## src/rtl/dlpf_coeff_reload_ctrl_if.sv

```systemverilog
// Stream-side signals of the coefficient reload controller: the gated IQ
// handshake pair plus the coefficient reload port toward the filter.
interface dlpf_coeff_reload_ctrl_if #(
  parameter int unsigned COEFF_WIDTH = 16
);
  logic                   s_tvalid;
  logic                   s_tready;
  logic                   m_tvalid;
  logic                   m_tready;
  logic [COEFF_WIDTH-1:0] coeff_out;
  logic                   reload_tvalid;
  logic                   reload_tlast;
  logic                   reload_tready;

  modport master (
    input  s_tvalid, m_tready, reload_tready,
    output s_tready, m_tvalid, coeff_out, reload_tvalid, reload_tlast
  );

  modport slave (
    output s_tvalid, m_tready, reload_tready,
    input  s_tready, m_tvalid, coeff_out, reload_tvalid, reload_tlast
  );
endinterface

```

## src/rtl/dlpf_coeff_reload_ctrl.sv

```systemverilog
// Run-time coefficient reload sequencer: shadow tap RAM, input gating while the
// filter drains, then an in-order tap stream with tlast on the final tap.
module dlpf_coeff_reload_ctrl #(
  parameter int unsigned COEFF_WIDTH  = 16,
  parameter int unsigned NUM_COEFFS   = 128,
  parameter int unsigned DRAIN_CYCLES = 256
) (
  input  logic                          clk,
  input  logic                          reset,
  input  logic                          clear,
  input  logic                          cfg_wr_en,
  input  logic [$clog2(NUM_COEFFS)-1:0] cfg_wr_addr,
  input  logic [COEFF_WIDTH-1:0]        cfg_wr_data,
  input  logic                          start,
  output logic                          busy,
  output logic                          done,
  output logic                          wr_err,
  dlpf_coeff_reload_ctrl_if.master      strm
);

  localparam int unsigned AW = $clog2(NUM_COEFFS);
  localparam int unsigned CW = $clog2(DRAIN_CYCLES + 1);
  localparam logic [AW-1:0] LAST_IDX   = AW'(NUM_COEFFS - 1);
  localparam logic [CW-1:0] DRAIN_INIT = CW'(DRAIN_CYCLES - 1);

  typedef enum logic [1:0] {
    S_IDLE,
    S_DRAIN,
    S_LOAD,
    S_DONE
  } state_e;

  state_e                 state_q, state_d;
  logic [CW-1:0]          cnt_q, cnt_d;
  logic [AW-1:0]          idx_q, idx_d;
  logic [COEFF_WIDTH-1:0] coeff_q, coeff_d;
  logic                   rvalid_q, rvalid_d;
  logic                   rlast_q, rlast_d;
  logic                   gate_q, gate_d;
  logic                   busy_q, busy_d;
  logic                   done_q, done_d;
  logic                   wr_err_q, wr_err_d;

  logic                   ram_we;
  logic                   in_busy;
  logic                   fetch;
  logic                   finish;
  logic [COEFF_WIDTH-1:0] ram_q [NUM_COEFFS];

  always_comb begin
    state_d  = state_q;
    cnt_d    = cnt_q;
    idx_d    = idx_q;
    coeff_d  = coeff_q;
    rvalid_d = rvalid_q;
    rlast_d  = rlast_q;
    done_d   = 1'b0;
    wr_err_d = wr_err_q;
    ram_we   = 1'b0;
    fetch    = 1'b0;
    finish   = 1'b0;
    in_busy  = (state_q == S_DRAIN) || (state_q == S_LOAD);

    if (cfg_wr_en) begin
      if (in_busy) begin
        wr_err_d = 1'b1;
      end else begin
        ram_we = 1'b1;
      end
    end

    unique case (state_q)
      S_IDLE: begin
        if (start) begin
          state_d = S_DRAIN;
          cnt_d   = DRAIN_INIT;
        end
      end
      S_DRAIN: begin
        if (cnt_q == '0) begin
          state_d = S_LOAD;
          idx_d   = '0;
        end else begin
          cnt_d = cnt_q - CW'(1);
        end
      end
      S_LOAD: begin
        // Registered RAM read doubles as the output register: a new tap is
        // fetched when the slot is empty or the current beat is accepted.
        finish = rvalid_q && strm.reload_tready && rlast_q;
        fetch  = !rvalid_q || (strm.reload_tready && !rlast_q);
        if (finish) begin
          state_d  = S_DONE;
          rvalid_d = 1'b0;
          rlast_d  = 1'b0;
          done_d   = 1'b1;
        end else if (fetch) begin
          coeff_d  = ram_q[idx_q];
          rvalid_d = 1'b1;
          rlast_d  = (idx_q == LAST_IDX);
          if (idx_q != LAST_IDX) begin
            idx_d = idx_q + AW'(1);
          end
        end
      end
      S_DONE: begin
        state_d = S_IDLE;
      end
      default: begin
        state_d = S_IDLE;
      end
    endcase

    // Gate stays up through the DONE cycle so the filter sees the done pulse
    // before any new input beat.
    gate_d = (state_d != S_IDLE);
    busy_d = (state_d == S_DRAIN) || (state_d == S_LOAD);
  end

  always_ff @(posedge clk) begin
    if (reset || clear) begin
      state_q  <= S_IDLE;
      cnt_q    <= '0;
      idx_q    <= '0;
      coeff_q  <= '0;
      rvalid_q <= 1'b0;
      rlast_q  <= 1'b0;
      gate_q   <= 1'b0;
      busy_q   <= 1'b0;
      done_q   <= 1'b0;
    end else begin
      state_q  <= state_d;
      cnt_q    <= cnt_d;
      idx_q    <= idx_d;
      coeff_q  <= coeff_d;
      rvalid_q <= rvalid_d;
      rlast_q  <= rlast_d;
      gate_q   <= gate_d;
      busy_q   <= busy_d;
      done_q   <= done_d;
    end
  end

  always_ff @(posedge clk) begin
    if (reset) begin
      wr_err_q <= 1'b0;
    end else begin
      wr_err_q <= wr_err_d;
    end
  end

  always_ff @(posedge clk) begin
    if (ram_we) begin
      ram_q[cfg_wr_addr] <= cfg_wr_data;
    end
  end

  assign busy               = busy_q;
  assign done               = done_q;
  assign wr_err             = wr_err_q;
  assign strm.coeff_out     = coeff_q;
  assign strm.reload_tvalid = rvalid_q;
  assign strm.reload_tlast  = rlast_q;
  assign strm.m_tvalid      = strm.s_tvalid & ~gate_q;
  assign strm.s_tready      = strm.m_tready & ~gate_q;

endmodule

```

## src/flat_wrapper.sv

```systemverilog
// flat-port wrapper written by rule: the top's interface ports become plain ports
module dlpf_coeff_reload_ctrl_flat 
#(
  parameter int unsigned COEFF_WIDTH  = 16,
  parameter int unsigned NUM_COEFFS   = 128,
  parameter int unsigned DRAIN_CYCLES = 256
)
  (clk, reset, clear, cfg_wr_en, cfg_wr_addr, cfg_wr_data, start, busy, done, wr_err, strm_s_tvalid, strm_m_tready, strm_reload_tready, strm_s_tready, strm_m_tvalid, strm_coeff_out, strm_reload_tvalid, strm_reload_tlast);
  dlpf_coeff_reload_ctrl_if #(.COEFF_WIDTH(COEFF_WIDTH)) strm_i ();
  input  logic clk;
  input  logic reset;
  input  logic clear;
  input  logic cfg_wr_en;
  input  logic [$clog2(NUM_COEFFS)-1:0] cfg_wr_addr;
  input  logic [COEFF_WIDTH-1:0] cfg_wr_data;
  input  logic start;
  output logic busy;
  output logic done;
  output logic wr_err;
  input wire logic [$bits(strm_i.s_tvalid)-1:0] strm_s_tvalid;
  input wire logic [$bits(strm_i.m_tready)-1:0] strm_m_tready;
  input wire logic [$bits(strm_i.reload_tready)-1:0] strm_reload_tready;
  output wire logic [$bits(strm_i.s_tready)-1:0] strm_s_tready;
  output wire logic [$bits(strm_i.m_tvalid)-1:0] strm_m_tvalid;
  output wire logic [$bits(strm_i.coeff_out)-1:0] strm_coeff_out;
  output wire logic [$bits(strm_i.reload_tvalid)-1:0] strm_reload_tvalid;
  output wire logic [$bits(strm_i.reload_tlast)-1:0] strm_reload_tlast;
  assign strm_i.s_tvalid = strm_s_tvalid;
  assign strm_i.m_tready = strm_m_tready;
  assign strm_i.reload_tready = strm_reload_tready;
  assign strm_s_tready = strm_i.s_tready;
  assign strm_m_tvalid = strm_i.m_tvalid;
  assign strm_coeff_out = strm_i.coeff_out;
  assign strm_reload_tvalid = strm_i.reload_tvalid;
  assign strm_reload_tlast = strm_i.reload_tlast;
  dlpf_coeff_reload_ctrl #(.COEFF_WIDTH(COEFF_WIDTH), .NUM_COEFFS(NUM_COEFFS), .DRAIN_CYCLES(DRAIN_CYCLES)) u_core (.clk(clk), .reset(reset), .clear(clear), .cfg_wr_en(cfg_wr_en), .cfg_wr_addr(cfg_wr_addr), .cfg_wr_data(cfg_wr_data), .start(start), .busy(busy), .done(done), .wr_err(wr_err), .strm(strm_i));
endmodule
```

## config.mk

```make
export PLATFORM = sky130hd
export DESIGN_NAME = dlpf_coeff_reload_ctrl_flat
export DESIGN_NICKNAME = d
export VERILOG_FILES = /design/src/rtl/dlpf_coeff_reload_ctrl_if.sv /design/src/rtl/dlpf_coeff_reload_ctrl.sv /design/src/flat_wrapper.sv
export SDC_FILE = /design/constraint.sdc
export NUM_CORES = 2
export LEC_CHECK = 0
export CAP_MARGIN = 20
export CORE_UTILIZATION = 25
export CTS_BUF_LIST = sky130_fd_sc_hd__clkbuf_2 sky130_fd_sc_hd__clkbuf_4 sky130_fd_sc_hd__clkbuf_8
export DETAILED_ROUTE_END_ITERATION = 16
export GPL_TIMING_DRIVEN = 0
export PLACE_DENSITY = 0.35
export SETUP_SLACK_MARGIN = 0.15
export SLEW_MARGIN = 15
export SYNTH_ARGS = -nofsm -noshare
export SYNTH_HDL_FRONTEND = slang
export SYNTH_SLANG_ARGS = --single-unit
```

## constraint.sdc

```tcl
create_clock -name clk -period 5.4 [get_ports clk]
set_input_delay 0.54 -clock clk [delete_from_list [all_inputs] [get_ports clk]]
set_output_delay 0.54 -clock clk [all_outputs]
set_load 0.05 [all_outputs]
```

==> flow_metrics.env <==
export IMPL_run_status="finished clean"
export IMPL_synth_fp_nets=3910
export IMPL_first_global_vias=44670
export IMPL_grt_max_degree=97
export IMPL_switching_share_pct=22.95
export IMPL_nets=4504
export IMPL_ys_warn_count=0
export IMPL_dp_hpwl_um=253600
export IMPL_wl_um=380200
export IMPL_cts_buffers=383
export IMPL_ant_nets=0
export IMPL_critical_path_class="reg2reg"
export IMPL_synth_top_area_share_pct=75.98
export IMPL_grt_ovfl_total=0
export IMPL_grt_pass1_wl_um=483200
export IMPL_report_final_setup_viol=0
export IMPL_whs_ns=0.2556
export IMPL_fin_util_pct=30.64
export IMPL_final_setup_tns_ns=0
export IMPL_worst_path_max_fanout=10
export IMPL_async_flop_share_pct=0
export IMPL_synth_flop_cell="edfxtp_1"
export IMPL_cts_reportedPaths_clkPinSlew_ns=0.07
export IMPL_htreeDepth=5
export IMPL_rr_startpoint="u_core.idx_q[1]$_SDFFE_PP0P_"
export IMPL_die_w_um=571
export IMPL_viasPerCell=5.073
export IMPL_power_w=0.03344
export IMPL_min_path_type="in2reg"
export IMPL_cp_start_kind="flop"
export IMPL_clockPowerShare_pct=44.8
export IMPL_path_cells="buf_4 > buf_2 > buf_2 > buf_2 > mux2i_1 > o221ai_1 > a21oi_1 > o21ai_0 > a311oi_1 > a221oi_1"
export IMPL_cap_violations=0
export IMPL_worstHoldStart="cfg_wr_addr[0]"
export IMPL_synth_area_top_cells="edfxtp_1 76%, mux4_2 11%, mux2i_1 3.6%, dfxtp_1 0.99%, nor2_1 0.82%"
export IMPL_synth_cell_type_count=69
export IMPL_drt_iter0_drc=6246
export IMPL_cp_end_kind="flop"
export IMPL_hold_violations=0
export IMPL_synth_edf_count=2048
export IMPL_syn_cell_area_um2=80940
export IMPL_clk_path_buf_depth=4
export IMPL_clock_fmax_mhz=193.5
export IMPL_drt_pass1_iterations=5
export IMPL_die_h_um=571
export IMPL_max_stage_delay_ns=0.94
export IMPL_coreArea_um2=321700
export IMPL_cts_tree="done"
export IMPL_wl_per_cell_um=41.95
export IMPL_startpoint="u_core.idx_q[1]$_SDFFE_PP0P_"
export IMPL_pwr_share_seq_pct=53.4
export IMPL_synth_area_per_cell_um2=20.90
export IMPL_clkLatencyLatePin_ns=1.12
export IMPL_crit_required_ns=6.35
export IMPL_syn_inst=3873
export IMPL_power_frac_comb_pct=1.9
export IMPL_crit_arrival_ns=6.12
export IMPL_power_leakage_nw=29.80
export IMPL_fin_crit_ns=5.169
export IMPL_cp_common_cell="buf_2"
export IMPL_drc=0
export IMPL_die_area_um2=326000
export IMPL_rows=208
export IMPL_skew_ns=0.08593
export IMPL_tightest_slew_ns=1.305
export IMPL_synth_seq_area_share_pct=76.97
export IMPL_ios=54
export IMPL_num_vias=45980
export IMPL_ys_ff_latch=2088
export IMPL_yosysTopAreaCell="edfxtp_1"
export IMPL_rsz0062_at_grt="no"
export IMPL_clock_sinks=2088
export IMPL_p_sw_w=0.007677
export IMPL_antenna_found_initial=48
export IMPL_cpMaxStageDelayCell="a311oi_1"
export IMPL_clock_root_buffer="clkbuf_8"
export IMPL_finalMaxSlewViolations=0
export IMPL_initial_core_util_pct=25.16
export IMPL_relSlewSlack_pct=13.03
export IMPL_io_buffers=51
export IMPL_internal_power_w=0.02577
export IMPL_powerDensity_nw_per_um2=339.3
export IMPL_drive_gt1_share_pct=32.06
export IMPL_place_gp_congestion=0.8934
export IMPL_area_growth_pct=21.78
export IMPL_track_usage_pct=22.99
export IMPL_vdd_drop_max_v=0.0001778
export IMPL_min_period_over_period_pct=95.71
-- per-stage QoR --
step / area [um2] / cells / worst slack (ns)
2_1_floorplan: 80940 / 3873 / 2.638
3_3_place_gp: 86840 / 8229 / -2.148
3_5_place_dp: 91060 / 8370 / 0.01093
4_1_cts: 98510 / 9045 / 0.1717
5_1_grt: 98540 / 9053 / 0.1714
6_report: 98570 / 9064 / 0.2315
-- final cells by class --
type / instances / area, um2
multi-input combinational: 1552 / 18300
tap: 4305 / 5386
inverter: 13 / 48.80
sequential: 2088 / 62300
clock inverter: 132 / 873.3
fill: 31300 / 223100
clock buffer: 527 / 6409
buffer: 220 / 1396
timing repair buffer: 209 / 3814
antenna: 18 / 45.04
-- cells in the final DEF, fill, tap and decap left out, drive strengths merged, types with 8 or more instances in the layout --
cell type         n
a2111oi          17
a211oi           31
a21oi            63
a221oi           17
a22o             11
a22oi            80
buf             300
clkbuf          605
clkdlybuf4s50    35
clkinv          107
dfxtp            40
diode            18
dlygate4sd3      16
edfxtp         2048
inv              33
mux2             32
mux2i           294
mux4            400
nand2            72
nand3            59
nand4            11
nor2            176
nor2b            23
nor3             17
nor4             12
o211ai           15
o21ai            33
o221ai           34
o22ai            41
or3b              8
xnor2             8
-- synthesized netlist by cell type (12+ instances only) --
cell       instances
a2111oi_0         15
a211oi_1          31
a21oi_1           63
a221oi_1          17
a22oi_1           80
buf_2             58
buf_4             45
buf_6             27
clkbuf_1          78
dfxtp_1           40
edfxtp_1        2048
mux2_2            32
mux2i_1          294
mux4_2           400
nand2_1           72
nand3_1           59
nor2_1           176
nor2b_1           23
nor3_1            17
nor4_1            12
o211ai_1          15
o21ai_0           33
o221ai_1          34
o22ai_1           41
-- critical path: cells and delay by family (launching register included) --
| family | cells | cell delay, ns |
|---|---|---|
| AOI/OAI and AO/OA | 5 | 1.70 |
| buffers and inverters | 4 | 2.61 |
| DFF | 1 | 0.34 |
| muxes | 1 | 0.30 |
-- worst paths after layout --
| path | to | slack, ns | cells past startpoint |
|---|---|---|---|
| max | u_core.strm.coeff_out[9]$_SDFFE_PP0P_ | 0.23 | 10 |
| min | u_core.ram_q[103][14]$_DFFE_PP_ | 0.26 | 3 |
| max reg2reg | u_core.strm.coeff_out[9]$_SDFFE_PP0P_ | 0.23 | 10 |
| min reg2reg | u_core.cnt_q[0]$_SDFFE_PP0P_ | 0.52 | 1 |
-- repair_timing --
item / CTS / global route
setup buffers: 0 / 0
endpoints found under the hold margin: 809 / 0
hold buffers: 16 / 0
endpoints found under the setup margin: 2 / 0
resized for setup: 2 / 0
-- per-layer routing --
layer	share of wire, %	vias up	global-route usage [%]
met5	0.0092	-	0
met4	4.3	6	8.768
met3	7.6	608	4.713
met2	45	2378	35.49
met1	43	25460	31.71
li1	-	17530	-
-- cells by family (layout without fill, tap and decap cells) --
logic type	count (synthesis)	count (layout)	share of synthesized area [%]
AO/OA/AOI/OAI	394	394	3.515
XOR/XNOR	11	11	0.1190
multiplexers	726	726	15.21
buffers and inverters	233	1101	1.705
flip-flops	2088	2088	76.97
adder cells (fa/ha/maj)	6	6	0.09275
AND/OR/NAND/NOR	415	415	2.387
other	0	18	0
-- state kept, by name (all words and copies together), names as in the netlist, 2 cells and up --
signal	cells
u_core.cnt_q	9
u_core.idx_q	7
u_core.ram_q	2048
u_core.state_q	2
u_core.strm.coeff_out	16
-- power by group through the flow --
stage	sequential [W]	clock, W	combinational, W
6_report	0.0178	0.0150	0.000624
5_1_grt	0.0178	0.0159	0.000649
4_1_cts	0.0178	0.0152	0.000625
3_5_place_dp	0.0182	0	0.000615
3_3_place_gp	0.0183	0	0.000512
2_1_floorplan	0.0182	0	0.0000961
Power figures use the tool's default switching activity.
